File: src/rtl/uart_pkg.sv
// rtl/uart_pkg.sv - shared UART constants, FSM state type and frame-length helper
package uart_pkg;

  localparam int PARITY_NONE = 0;
  localparam int PARITY_ODD  = 1;
  localparam int PARITY_EVEN = 2;

  typedef enum logic [2:0] {
    ST_IDLE,
    ST_START,
    ST_DATA,
    ST_PARITY,
    ST_STOP
  } uart_state_t;

  // Clock cycles occupied by one complete frame on the line.
  function automatic int frame_ticks(input int data_bits, input int parity_mode,
                                     input int stop_bits, input int ticks_per_bit);
    return (1 + data_bits + ((parity_mode != PARITY_NONE) ? 1 : 0) + stop_bits) * ticks_per_bit;
  endfunction

endpackage

File: src/rtl/uart_sync_fifo.sv
// rtl/uart_sync_fifo.sv - circular FIFO with occupancy count and registered read port
module uart_sync_fifo #(
  parameter int Width = 8,
  parameter int Depth = 256
) (
  input  logic                   CLK,
  input  logic                   RST,
  input  logic                   push,
  input  logic [Width-1:0]       push_data,
  input  logic                   pop,
  output logic [Width-1:0]       pop_data,
  output logic [$clog2(Depth):0] count,
  output logic                   full
);

  localparam int AW = $clog2(Depth);

  logic [Width-1:0] mem [Depth];
  logic [AW-1:0]    head;
  logic [AW-1:0]    tail;
  logic             do_push;
  logic             do_pop;

  // The count register lets every entry be used while still telling full from empty.
  assign full    = (count == (AW+1)'(Depth));
  assign do_push = push && !full;
  assign do_pop  = pop && (count != '0);

  // Storage array write; contents are don't-care until pushed, so no reset.
  always_ff @(posedge CLK) begin
    if (do_push) mem[head] <= push_data;
  end

  // Pointers wrap naturally at the power-of-two depth; popped word is registered.
  always_ff @(posedge CLK or negedge RST) begin
    if (!RST) begin
      head     <= '0;
      tail     <= '0;
      count    <= '0;
      pop_data <= '0;
    end else begin
      if (do_push) head <= head + AW'(1);
      if (do_pop) begin
        tail     <= tail + AW'(1);
        pop_data <= mem[tail];
      end
      case ({do_push, do_pop})
        2'b10:   count <= count + (AW+1)'(1);
        2'b01:   count <= count - (AW+1)'(1);
        default: count <= count;
      endcase
    end
  end

endmodule

File: src/rtl/uart_tx.sv
// rtl/uart_tx.sv - FIFO-buffered UART transmitter; optional flow control via UART_TX_CTS_EN
module uart_tx
  import uart_pkg::*;
#(
  parameter int ClockFrequency = 50_000_000,
  parameter int BaudRate       = 115200,
  parameter int DataBits       = 8,
  parameter int ParityMode     = 0,
  parameter int StopBits       = 1,
  parameter int FifoDepth      = 256
) (
  input  logic                       CLK,
  input  logic                       RST,
`ifdef UART_TX_CTS_EN
  input  logic                       i_cts_n,
`endif
  input  logic                       i_valid,
  input  logic [DataBits-1:0]        i_data,
  output logic                       o_ready,
  output logic                       o_data,
  output logic                       o_busy,
  output logic [$clog2(FifoDepth):0] o_fifo_level
);

  localparam int TicksPerBit = ClockFrequency / BaudRate;
  localparam int TW = $clog2(TicksPerBit);
  localparam int BW = $clog2(DataBits + 1);
  localparam logic [TW-1:0] TickLast  = TW'(TicksPerBit - 1);
  localparam logic [BW-1:0] DataLast  = BW'(DataBits - 1);
  localparam logic [BW-1:0] StopLast  = BW'(StopBits - 1);
  localparam logic          ParityOdd = (ParityMode == PARITY_ODD);

  uart_state_t               state;
  logic [TW-1:0]             tick_cnt;
  logic [BW-1:0]             bit_cnt;
  logic [DataBits-1:0]       shift;
  logic                      parity_bit;
  logic                      load_pending;
  logic                      fifo_pop;
  logic                      fifo_full;
  logic [DataBits-1:0]       fifo_pop_data;
  logic [$clog2(FifoDepth):0] fifo_count;
  logic                      start_ok;
  logic                      tick_last;
  logic                      stop_done;

  uart_sync_fifo #(
    .Width (DataBits),
    .Depth (FifoDepth)
  ) u_fifo (
    .CLK       (CLK),
    .RST       (RST),
    .push      (i_valid),
    .push_data (i_data),
    .pop       (fifo_pop),
    .pop_data  (fifo_pop_data),
    .count     (fifo_count),
    .full      (fifo_full)
  );

  assign o_ready      = !fifo_full;
  assign o_fifo_level = fifo_count;

`ifdef UART_TX_CTS_EN
  logic cts_meta;
  logic cts_sync;

  // Two-flop synchroniser; resets to "not clear" so nothing starts before CTS is seen.
  always_ff @(posedge CLK or negedge RST) begin
    if (!RST) begin
      cts_meta <= 1'b1;
      cts_sync <= 1'b1;
    end else begin
      cts_meta <= i_cts_n;
      cts_sync <= cts_meta;
    end
  end

  assign start_ok = !cts_sync;
`else
  assign start_ok = 1'b1;
`endif

  assign tick_last = (tick_cnt == TickLast);
  assign stop_done = (state == ST_STOP) && tick_last && (bit_cnt == StopLast);

  // Pop from IDLE (word reaches the read register one cycle later) or on the last stop tick.
  always_comb begin
    fifo_pop = 1'b0;
    if (start_ok && (fifo_count != '0)) begin
      if ((state == ST_IDLE) && !load_pending) fifo_pop = 1'b1;
      else if (stop_done)                      fifo_pop = 1'b1;
    end
  end

  // Frame sequencer; the word is taken from the FIFO read register at the end of START.
  always_ff @(posedge CLK or negedge RST) begin
    if (!RST) begin
      state        <= ST_IDLE;
      tick_cnt     <= '0;
      bit_cnt      <= '0;
      shift        <= '0;
      parity_bit   <= 1'b0;
      load_pending <= 1'b0;
      o_data       <= 1'b1;
      o_busy       <= 1'b0;
    end else begin
      case (state)
        ST_IDLE: begin
          o_data   <= 1'b1;
          tick_cnt <= '0;
          bit_cnt  <= '0;
          if (load_pending) begin
            load_pending <= 1'b0;
            state        <= ST_START;
            o_data       <= 1'b0;
            o_busy       <= 1'b1;
          end else if (fifo_pop) begin
            load_pending <= 1'b1;
          end
        end
        ST_START: begin
          if (tick_last) begin
            tick_cnt   <= '0;
            bit_cnt    <= '0;
            shift      <= fifo_pop_data >> 1;
            parity_bit <= (^fifo_pop_data) ^ ParityOdd;
            o_data     <= fifo_pop_data[0];
            state      <= ST_DATA;
          end else begin
            tick_cnt <= tick_cnt + TW'(1);
          end
        end
        ST_DATA: begin
          if (tick_last) begin
            tick_cnt <= '0;
            if (bit_cnt == DataLast) begin
              bit_cnt <= '0;
              if (ParityMode != PARITY_NONE) begin
                state  <= ST_PARITY;
                o_data <= parity_bit;
              end else begin
                state  <= ST_STOP;
                o_data <= 1'b1;
              end
            end else begin
              bit_cnt <= bit_cnt + BW'(1);
              o_data  <= shift[0];
              shift   <= shift >> 1;
            end
          end else begin
            tick_cnt <= tick_cnt + TW'(1);
          end
        end
        ST_PARITY: begin
          if (tick_last) begin
            tick_cnt <= '0;
            state    <= ST_STOP;
            o_data   <= 1'b1;
          end else begin
            tick_cnt <= tick_cnt + TW'(1);
          end
        end
        ST_STOP: begin
          if (tick_last) begin
            tick_cnt <= '0;
            if (bit_cnt == StopLast) begin
              bit_cnt <= '0;
              if (fifo_pop) begin
                state  <= ST_START;
                o_data <= 1'b0;
              end else begin
                state  <= ST_IDLE;
                o_busy <= 1'b0;
              end
            end else begin
              bit_cnt <= bit_cnt + BW'(1);
            end
          end else begin
            tick_cnt <= tick_cnt + TW'(1);
          end
        end
        default: state <= ST_IDLE;
      endcase
    end
  end

endmodule

File: config.mk
export PLATFORM = sky130hd
export DESIGN_NAME = uart_tx
export DESIGN_NICKNAME = d
export VERILOG_FILES = /design/src/rtl/uart_pkg.sv /design/src/rtl/uart_sync_fifo.sv /design/src/rtl/uart_tx.sv
export SDC_FILE = /design/constraint.sdc
export NUM_CORES = 2
export LEC_CHECK = 0
export ABC_AREA = 0
export CORE_ASPECT_RATIO = 2
export CORE_UTILIZATION = 25
export DETAILED_ROUTE_END_ITERATION = 10
export GPL_TIMING_DRIVEN = 0
export PLACE_DENSITY = 0.44
export SLEW_MARGIN = 20
export SYNTH_ARGS = -nofsm -noshare
export SYNTH_HDL_FRONTEND = slang
export SYNTH_SLANG_ARGS = --single-unit
File: constraint.sdc
create_clock -name CLK -period 3.4 [get_ports CLK]
set_input_delay 1.02 -clock CLK [delete_from_list [all_inputs] [get_ports CLK]]
set_output_delay 1.02 -clock CLK [all_outputs]
set_load 0.02 [all_outputs]
==> summary by stage <==
Cells and area
The sequential cells in the finished layout cover a total of 0.0630 mm2. The library cell used most frequently in the layout, excluding fill and tap cells, is edfxtp_1. Once layout is done, the placed cells without fillers occupy 0.100 mm2.

Relative to the synthesized area, the layout overhead comes to 21.5%. The multi-input gate area in the final layout is 0.0199 mm2. The fraction of layout cells with a size suffix above 1 is 33.7%.

The number of fill cells in the layout is 31.5k. The final layout contains 4343 nets. The top cell types in the final layout, fill and taps aside, are 2048 x edfxtp_1, 485 x mux4_2, 190 x clkbuf_16, 127 x nor2_1, 125 x nor2_2.

Critical path
Of all nets on the critical path, the largest fanout is 10. The worst setup path is captured at a register. The launch point of the worst path is u_fifo.tail[1].

The startpoint of the lowest-slack register-to-register path is u_fifo.tail[1]. The worst register-to-register path ends at u_fifo.pop_data[0]. STA classifies the critical path startpoint as a register.

For flop-to-flop paths, the worst setup slack is -0.08 ns. The logic depth of the worst register-to-register path is 12. By startpoint and endpoint, the worst setup path is classified as register to register. STA puts the critical path data required time at 4.16 ns. At the worst endpoint, the arrival time is 4.24 ns. The critical path ends at u_fifo.pop_data[0].

Die
The overall die width is 408 um. The floorplan step defined a die boundary enclosing 0.332 mm2. For this design the top-level I/O count stands at 23. The area inside the core boundary is 0.327 mm2. In this run the core area contains 297 standard-cell rows. The effective utilization at floorplan is 25.1%. The chip height is 813 um.

Drt
The detailed router put a total of 106000 um of wire on met1. The ratio of routed vias to standard cells is 4.95. Signal routing reaches up to met5. The number of DRC violations after detailed-routing iteration 0 is 4668.

The total number of vias is 43.5k. In this run the remaining antenna-violating nets after routing total 0. The met2 routed wirelength is 187000 um. The number of DRC violations after detailed routing is 0. Detailed routing placed a total of 14600 um of wire on met3. For this run, the detailed router's first-pass iteration total came to 7. The routed wire length is 344000 um. The average detailed-routed wire length per instance is 39.1 um.

Synth
The share of synthesized registers carrying an async set or reset is 2.80%. The share of synthesized cell area in full adder, half adder and majority cells is 0.295%. The distinct cell type count after synthesis is 72.

The dominant combinational cell family by area after synthesis is multiplexers. During synthesis, Yosys emitted a total of 0 warnings. In this run the cell area of the synthesized design comes to 0.0823 mm2. The fraction of synthesized cell area taken by the top area cell type is 74.7%. The simple-gate portion of the synthesized area is 2.83%. Multiplexer cells account for 15.4% of the synthesized area. Yosys attributes the largest share of cell area to edfxtp_1 75%, mux4_2 13%, dfrtp_1 1.8%, mux2i_1 1.5%, nor2_1 1.4%.

The number of nets produced by synthesis is 3944. Among all flip-flop cells after synthesis, the most frequent one is edfxtp_1. The synthesized flop and latch total is 2107. The share of the synthesized area in compound gates (AO/OA/AOI/OAI) is 2.97%. The portion of the post-synthesis area used by sequential elements is 76.5%. Of the total synthesized cell area, the portion taken by XOR and XNOR cells is 0.245%.

The synthesized design contains 2048 enable-type register cells. After synthesis, the mean cell area works out to 21.0 um2. Synthesis handed over a netlist of 3915 instances. The largest area contributor in the netlist is edfxtp_1.

STA
The total count of hold-check failures in the final report is 0. The highest attainable clock frequency is 287 MHz. The slew at the pin with the worst max-slew slack is 1.35 ns. The normalized max-slew margin is 9.79%.

Between clock sinks in the finished design, the worst skew comes to 0.0468 ns. The count of pins over their slew limit is 0. The worst path uses 102% of the clock period. For the finished layout, the period the worst path requires is 3.48 ns. Setup repair after global routing could not meet its margin everywhere.

Summed over all failing endpoints, the final setup total negative slack is -1.69 ns. The post-route worst setup slack is -0.0818 ns. Setup violations remaining at the end of the flow were counted as 80.

Outcome
The run finished, with violations left. The final reports fail on setup timing.

Worst hold path
The tightest min-delay check is of the register to register type.

Global route
The number of antenna violations at the first check in global routing is 8. The remaining global-route overflow is 0. The first global-routing pass estimated 446000 um of wire. Entering global routing, the biggest net connects 117 pins. The combined global-route utilization of all metal layers is 20.4%. The via count of the first global-routing pass is 45.5k.

Power and ir drop
Dividing total power by cell area gives a power density of 845 mW/mm2. Summed over all cells, the static leakage comes to 30.5 nW. The peak supply drop is 0.461 mV.

Place
The wire-length estimate of the detail-placed layout is 239000 um. The quantity of I/O buffers inserted on ports is 22. The global placer's final weighted congestion is 0.911. Summing all placed instances gives a cell area of 0.0892 mm2.

Clock network
The number of buffers on the longest clock path is 4. In this run the clock root is driven by a clkbuf_16. In this run, CTS created clock tree buffers numbering 185. Clock tree synthesis found a total of 2107 sinks. The worst-skew pair later-pin latency is 0.88 ns. The clock-pin slew on the worst setup and hold paths is 0.07 ns. The TritonCTS clock tree is built. CTS built an H-tree with a depth of 4.

Job
Max-cap violations in this run came to 0.
==> where the power goes <==
part | internal, W | leakage, nW | total, W | switching [W]
logic | 0.0130 | 8.60 | 0.0341 | 0.0211
registers | 0.0289 | 19.2 | 0.0292 | 0.000284
clock network | 0.0112 | 2.75 | 0.0212 | 0.00995
total | 0.0531 | 30.5 | 0.0845 | 0.0314
==> metal layers <==
metal / GRT usage, % / vias up
met4: 18.8 / 6
met1: 19.1 / 23900
met2: 38.3 / 1828
met3: 2.50 / 728
met5: 0 / -
li1: - / 17100
==> cell usage after synthesis, types with 7 or more instances <==
cell type  count
edfxtp_1    2048
mux4_2       484
nor2_1       312
mux2i_1      125
nand2_1      114
clkbuf_1      82
buf_2         63
dfrtp_1       58
a22oi_1       57
o21ai_0       56
a21oi_1       53
a221oi_1      34
buf_6         33
o211ai_1      28
buf_4         27
a211oi_1      26
o22ai_1       26
nand3_1       25
nor3_1        20
mux4_1        19
xnor2_1       18
ha_1          17
buf_1         16
a22o_1        14
o221ai_1      13
inv_1         12
nor2b_1       12
nor4_1         9
o31ai_1        7
==> stage by stage <==
step	power [W]	utilization, %	cells	hold slack (ns)	setup WS, ns
3_5_place_dp	0.0576	27.3	8318	0.477	-2.64
5_1_grt	0.0853	30.5	8781	0.522	-0.211
2_1_floorplan	0.0422	-	3915	0.436	-0.109
4_1_cts	0.0838	30.3	8750	0.489	-0.238
6_report	0.0845	30.5	8788	0.497	-0.0818
3_3_place_gp	0.0570	26.9	8272	0.454	-7.40
==> cell families (layout without fill, tap and decap cells) <==
family	count (synthesis)	count (layout)
buf+inv	239	769
other cells	0	8
fa+ha+maj	19	19
xor+xnor	23	23
flops	2107	2107
simple gates	544	544
mux	632	632
compound gates	351	351
==> cell type report <==
| type | count | area share (%) |
|---|---|---|
| timing repair buffer | 214 | 2.91 |
| clock inverter | 88 | 0.810 |
| buffer | 225 | 3.03 |
| clock buffer | 230 | 4.85 |
| multi-input combinational | 1569 | 19.9 |
| antenna | 8 | 0.0200 |
| tap | 4335 | 5.42 |
| sequential | 2107 | 63.0 |
| inverter | 12 | 0.0563 |
==> critical path, cell delays in order (launching register included) <==
cell and delay, ns:
dfrtp_2 0.44, buf_6 0.18, buf_8 0.18, buf_12 0.19
buf_12 0.22, clkbuf_8 0.27, buf_16 0.18, mux4_2 0.34
a22oi_2 0.43, a21oi_1 0.23, nand2_1 0.26, a211o_4 0.24
o31ai_1 0.09
==> repair_timing <==
action / 4_1_cts / 5_1_grt
gates cloned: 4 / 1
resized for setup: 751 / 131
hold buffers: 1 / 0
pin swaps: 34 / 23
buffers inserted: 110 / 30
setup endpoints to repair: 1997 / 493
hold endpoints to repair: 7 / 0
==> worst min path at each step <==
stage,startpoint,endpoint,slack (ns),cells after the start
after floorplan,tick_cnt[8],tick_cnt[8],0.44,1
after global placement,tick_cnt[8],tick_cnt[8],0.45,1
after detailed placement,shift[3],shift[3],0.48,2
after CTS,tick_cnt[8],tick_cnt[8],0.49,1
after global routing,o_busy,o_busy,0.52,1
final,shift[3],shift[3],0.50,2
==> flip-flops by register name (all words and copies together), names as in the netlist <==
signal	cells
u_fifo.pop_data	8
o_busy	1
o_data	1
bit_cnt	4
load_pending	1
u_fifo.tail	8
shift	7
u_fifo.count	9
tick_cnt	9
u_fifo.head	8
state	3
u_fifo.mem	2048
Note: power is estimated with default switching activity, not from simulation.
